===== src/rtl/seg7_pkg.sv =====
// Shared types and constants for the seven-segment scan controller:
// FSM state encoding, blank pattern and the active-low hex segment table.
package seg7_pkg;

    typedef enum logic {
        S_BLANK = 1'b0,
        S_SHOW  = 1'b1
    } state_t;

    localparam logic [6:0] SEG_BLANK = 7'h7F;

    // Segment order {g,f,e,d,c,b,a}, a lit segment is 0
    localparam logic [6:0] HEX_SEG [16] = '{
        7'h40, 7'h79, 7'h24, 7'h30,
        7'h19, 7'h12, 7'h02, 7'h78,
        7'h00, 7'h10, 7'h08, 7'h03,
        7'h46, 7'h21, 7'h06, 7'h0E
    };

    function automatic logic [6:0] hex_seg(input logic [3:0] nib);
        return HEX_SEG[nib];
    endfunction

endpackage


===== src/rtl/scan_tick_gen.sv =====
// Slot timer: counts clk cycles within one digit slot and flags the last
// blank cycle and the last cycle of the slot.
module scan_tick_gen #(
    parameter int CLK_DIV   = 50000,
    parameter int BLANK_CYC = 16
) (
    input  logic clk,
    input  logic rst_n,
    output logic blank_end,
    output logic slot_end
);

    localparam int CW = (CLK_DIV > 1) ? $clog2(CLK_DIV) : 1;

    logic [CW-1:0] cnt;

    assign blank_end = (cnt == CW'(BLANK_CYC - 1));
    assign slot_end  = (cnt == CW'(CLK_DIV - 1));

    always_ff @(posedge clk or negedge rst_n) begin
        if (!rst_n) begin
            cnt <= '0;
        end else if (slot_end) begin
            cnt <= '0;
        end else begin
            cnt <= cnt + 1'b1;
        end
    end

endmodule


===== src/rtl/seg7_scan_ctrl.sv =====
// Multiplexed seven-segment display scanner with anti-ghost blanking,
// frame-synchronous value update and optional leading-zero suppression.
//
//   state   | meaning
//   S_BLANK | all anodes off, segments dark; start of every digit slot
//   S_SHOW  | one anode on, segments from the display register
module seg7_scan_ctrl
    import seg7_pkg::*;
#(
    parameter int DIGITS    = 8,
    parameter int CLK_DIV   = 50000,
    parameter int BLANK_CYC = 16
) (
    input  logic        clk,
    input  logic        rst_n,
    input  logic        load,
    input  logic [31:0] value,
    input  logic [7:0]  dp_in,
    input  logic        lz_en,
    output logic [6:0]  seg_n,
    output logic        dp_n,
    output logic [7:0]  an_n,
    output logic        frame_start
);

    state_t      state;
    logic [2:0]  digit;
    logic [31:0] disp;
    logic [7:0]  disp_dp;
    logic [31:0] shadow;
    logic [7:0]  shadow_dp;
    logic        pending;

    logic        blank_end;
    logic        slot_end;
    logic        wrap;

    logic [3:0]  nib;
    logic        upper_zero;
    logic        suppress;
    logic [6:0]  show_seg;
    logic [7:0]  show_an;
    logic        show_dp;

    scan_tick_gen #(
        .CLK_DIV   (CLK_DIV),
        .BLANK_CYC (BLANK_CYC)
    ) u_tick (
        .clk       (clk),
        .rst_n     (rst_n),
        .blank_end (blank_end),
        .slot_end  (slot_end)
    );

    assign wrap = (state == S_SHOW) && slot_end && (digit == 3'(DIGITS - 1));

    // A digit is a leading zero when it and every higher active nibble are zero
    always_comb begin
        nib        = disp[{digit, 2'b00} +: 4];
        upper_zero = 1'b1;
        for (int j = 0; j < 8; j++) begin
            if ((j >= int'(digit)) && (j < DIGITS) && (disp[j*4 +: 4] != 4'h0)) begin
                upper_zero = 1'b0;
            end
        end
        suppress = lz_en && (digit != 3'd0) && upper_zero;
        show_seg = suppress ? SEG_BLANK : hex_seg(nib);
        show_an  = ~(8'h01 << digit);
        show_dp  = ~disp_dp[digit];
    end

    always_ff @(posedge clk or negedge rst_n) begin
        if (!rst_n) begin
            state       <= S_BLANK;
            digit       <= '0;
            disp        <= '0;
            disp_dp     <= '0;
            shadow      <= '0;
            shadow_dp   <= '0;
            pending     <= 1'b0;
            seg_n       <= SEG_BLANK;
            dp_n        <= 1'b1;
            an_n        <= 8'hFF;
            frame_start <= 1'b0;
        end else begin
            frame_start <= 1'b0;

            if (load) begin
                shadow    <= value;
                shadow_dp <= dp_in;
            end

            // The display register only moves at the frame boundary
            if (wrap) begin
                if (load) begin
                    disp    <= value;
                    disp_dp <= dp_in;
                end else if (pending) begin
                    disp    <= shadow;
                    disp_dp <= shadow_dp;
                end
                pending <= 1'b0;
            end else if (load) begin
                pending <= 1'b1;
            end

            case (state)
                S_BLANK: begin
                    if (blank_end) begin
                        state <= S_SHOW;
                        seg_n <= show_seg;
                        dp_n  <= show_dp;
                        an_n  <= show_an;
                    end
                end
                S_SHOW: begin
                    if (slot_end) begin
                        state       <= S_BLANK;
                        digit       <= wrap ? 3'd0 : digit + 3'd1;
                        seg_n       <= SEG_BLANK;
                        dp_n        <= 1'b1;
                        an_n        <= 8'hFF;
                        frame_start <= wrap;
                    end else begin
                        seg_n <= show_seg;
                        dp_n  <= show_dp;
                        an_n  <= show_an;
                    end
                end
                default: begin
                    state <= S_BLANK;
                end
            endcase
        end
    end

endmodule


===== config.mk =====
export PLATFORM = sky130hd
export DESIGN_NAME = seg7_scan_ctrl
export DESIGN_NICKNAME = d
export VERILOG_FILES = /design/src/rtl/seg7_pkg.sv /design/src/rtl/scan_tick_gen.sv /design/src/rtl/seg7_scan_ctrl.sv
export SDC_FILE = /design/constraint.sdc
export NUM_CORES = 1
export LEC_CHECK = 0
export CAP_MARGIN = 20
export CELL_PAD_IN_SITES_DETAIL_PLACEMENT = 1
export CELL_PAD_IN_SITES_GLOBAL_PLACEMENT = 1
export CORE_MARGIN = 5
export CORE_UTILIZATION = 46
export CTS_CLUSTER_DIAMETER = 200
export DETAILED_ROUTE_END_ITERATION = 16
export GPL_TIMING_DRIVEN = 0
export HOLD_SLACK_MARGIN = 0.12
export PLACE_DENSITY = 0.81
export SYNTH_ARGS = -nofsm -noshare
export SYNTH_HDL_FRONTEND = slang
export SYNTH_HIERARCHICAL = 1
export SYNTH_SLANG_ARGS = --single-unit

===== constraint.sdc =====
create_clock -name clk -period 7.4 [get_ports clk]
set_input_delay 1.48 -clock clk [delete_from_list [all_inputs] [get_ports clk]]
set_output_delay 1.48 -clock clk [all_outputs]
set_load 0.02 [all_outputs]

==> results.cfg <==
[outcome]
outcome = finished, final reports clean

[timing]
timing.final.crit_share_pct = 45.62
hold_violations = 0
tightest_slew_ns = 0.7155
finalSetupViolations = 0
grt_setup_unrepaired = false
finClkSkew_ns = 0.007079
period_needed_ns = 3.376
relSlewSlack_pct = 50.94
fmax_mhz = 296.2
setup_tns_ns = 0
drv_slew = 0

[critical_path]
reg2reg_depth = 9
r2r_slack_ns = 4.30
start_kind = primary input
r2r-end = seg_n[6]
endpoint_kind = flip-flop
critPathLaunch = lz_en
cp_cell_sequence = clkdlybuf4s50_1 > or4b_1 > a211o_1 > a2111o_1 > o21ai_2 > o32a_1
cpMaxStageDelayCell = or4b_1
max_stage_delay_ns = 0.49
criticalPathCategory = in2reg
timing.rr.start = digit[1]
cp_max_fo = 7
worstSetupEndpoint = seg_n[0]
cp.arrival_ns = 3.73
required_ns = 7.76

[clocking]
h-tree-depth = 4
cts.clk_slew.worst_paths_ns = 0.06
clockBufferDepth = 2
cts_num_sinks = 118
postCtsHoldBufs = 0
ctsResizeCount = 0
clock_latency_ns = 0.42
post_cts_buffers = 0
numCtsBuffers = 17
cts_root_buf = clkbuf_16
cts_tree = done

[run]
cap_violations = 0

[drt]
met1Wirelength_mm = 5.406
highest_layer = met4
drt.antenna.violating_nets = 0
dr_wl_met3_um = 579
met2_length_mm = 6.964
wl_mm = 13.15
wl_per_cell_um = 21.18
viasPerCell = 5.601
num_vias = 3478
firstDrtPassIters = 4
drt_iter0_drc = 141
drc = 0

[global_route]
grt_antenna_before_repair = 0
grt_pass1_wl_mm = 21.40
grt_pass1_vias = 4013
track_usage_pct = 19.68
overflow = 0
grt_start_max_net_pins = 66

[die]
start_util_pct = 47.07
die_y_um = 118.1
fp.dieW_um = 118.1
die_area_um2 = 13950
io_pins = 61
core_um2 = 11420
rows = 39

[worst_hold_path]
min_path_type = reg2reg

[pwr]
cellPowerDensity_nw_per_um2 = 234.1
swShare_pct = 21.44
p_int_w = 0.001245
fin_total_pwr_w = 0.001585
p_leak_nw = 3.120
p_comb_share_pct = 4.8
clock_power_share_pct = 52.6
p_seq_share_pct = 42.5
switchingPower_w = 0.0003399
ir_drop_mv = 0.1774

[yosys]
synth_cell_types = 54
yosys_warnings = 6
syn_avg_cell_area_um2 = 13.93
ys_seq_area_share_pct = 55.31
async_reset_ff_share_pct = 100.0
mappedNetlistArea_um2 = 5375
synth_edf_count = 0
syn_inst = 386
syn_nets = 443
synth-seq-cells = 118
synth_ff_type = dfrtp_1

[layout]
fin_cells = 621
postLayoutCoreUtil_pct = 59.30
nets = 522
area_delta_synth_final_pct = 25.98
final_layout_size_suffix_gt1_share_pct = 31.17
diodes = 0
fillCellCount = 1099

[place]
gp_congestion = 0.7746
numPortBuffers = 59
dp_hpwl_mm = 8.963
dp.cells = 589
-- worst min-delay path by stage --
stage,cells after the start,from,end,slack (ns)
after global placement,1,u_tick/cnt[0],u_tick/cnt[0],0.48
final,1,shadow_dp[2],shadow_dp[2],0.49
after CTS,1,shadow_dp[2],shadow_dp[2],0.50
after global routing,1,shadow[9],shadow[9],0.52
after floorplan,1,u_tick/cnt[0],u_tick/cnt[0],0.45
after detailed placement,1,shadow[6],shadow[6],0.49
-- per-layer routing --
layer	up-vias	GRT usage (%)
li1	1573	-
met1	1796	22.83
met2	88	34.56
met3	21	5.574
met4	0	7.025
met5	-	0
-- critical path, delay by kind of cell --
family / cells / cell delay, ns
buffers and inverters: 1 / 0.46
AOI/OAI and AO/OA: 4 / 1.30
and+or+nand+nor: 1 / 0.49
-- synthesized netlist by cell type, types with 7 or more instances --
cell      instances  share of area (%)
mux2i_1           8                1.5
nor4_1            7               0.81
mux4_1            9                4.4
nor2_1           27                1.9
xnor2_1           8                1.3
mux2_2           83                 17
dfstp_2          16                7.8
clkbuf_1         13               0.91
nand2_1           8               0.56
dfrtp_1         102                 47
inv_1             8               0.56
nand3_1           8               0.74
ha_1             13                3.0
-- stage by stage --
step,setup WS [ns],cell area [µm²],hold WS [ns]
global route,3.980,6771,0.5162
CTS,4.040,6771,0.4968
detailed placement,3.623,6173,0.4878
floorplan,4.368,5375,0.4547
global placement,0.4362,6145,0.4776
finish,4.024,6771,0.4919
-- power groups by stage --
| stage | logic (W) | clock network, W | registers, W |
|---|---|---|---|
| 2_1_floorplan | 0.0000307 | 0 | 0.000682 |
| 3_3_place_gp | 0.0000727 | 0 | 0.000684 |
| 3_5_place_dp | 0.0000775 | 0 | 0.000685 |
| 4_1_cts | 0.0000788 | 0.000850 | 0.000674 |
| 5_1_grt | 0.0000841 | 0.000880 | 0.000676 |
| 6_report | 0.0000765 | 0.000834 | 0.000674 |
-- final cells by class --
cell class	count	area [µm²]	area share, %
flip-flops and latches	118	2973	43.90
well taps	143	178.9	2.642
multi-input cells	240	2275	33.59
plain buffers	18	90.09	1.330
clock buffers	19	442.9	6.541
repair buffers	60	619.3	9.146
clock inverters	13	155.1	2.291
inverters	10	37.54	0.5543
-- layout by cell type (no fill, tap or decap), types with 3 or more instances in the layout --
cell               n
a21oi_1            6
a31oi_1            4
buf_2              3
bufinv_16          3
clkbuf_1          14
clkbuf_16         17
clkdlybuf4s50_1   58
clkinv_2           5
clkinvlp_4         3
dfrtp_1          102
dfstp_2           16
ha_1              13
inv_1              8
mux2_2            83
mux2i_1            8
mux4_1             9
nand2_1            8
nand3_1            8
nor2_1            27
nor2b_1            4
nor3_1             6
nor4_1             7
o22a_1             4
o32a_1             3
or4_1              3
xnor2_1            8
xor2_1             6
-- sequential cells by signal, summed over array words and instances, names as in the netlist --
| register | flops |
|---|---|
| state | 1 |
| disp_dp | 8 |
| shadow_dp | 8 |
| disp | 32 |
| dp_n | 1 |
| frame_start | 1 |
| digit | 3 |
| pending | 1 |
| seg_n | 7 |
| u_tick/cnt | 16 |
| an_n | 8 |
| shadow | 32 |
-- cells by family after synthesis --
logic type / Yosys count / share of synthesized area [%]
DFF: 118 / 55.31
muxes: 103 / 24.39
and+or+nand+nor: 78 / 8.194
AOI/OAI and AO/OA: 32 / 4.423
adders and majority gates: 13 / 3.026
buffers and inverters: 28 / 2.374
xor gates and xnor gates: 14 / 2.281
Power figures use the tool's default switching activity.
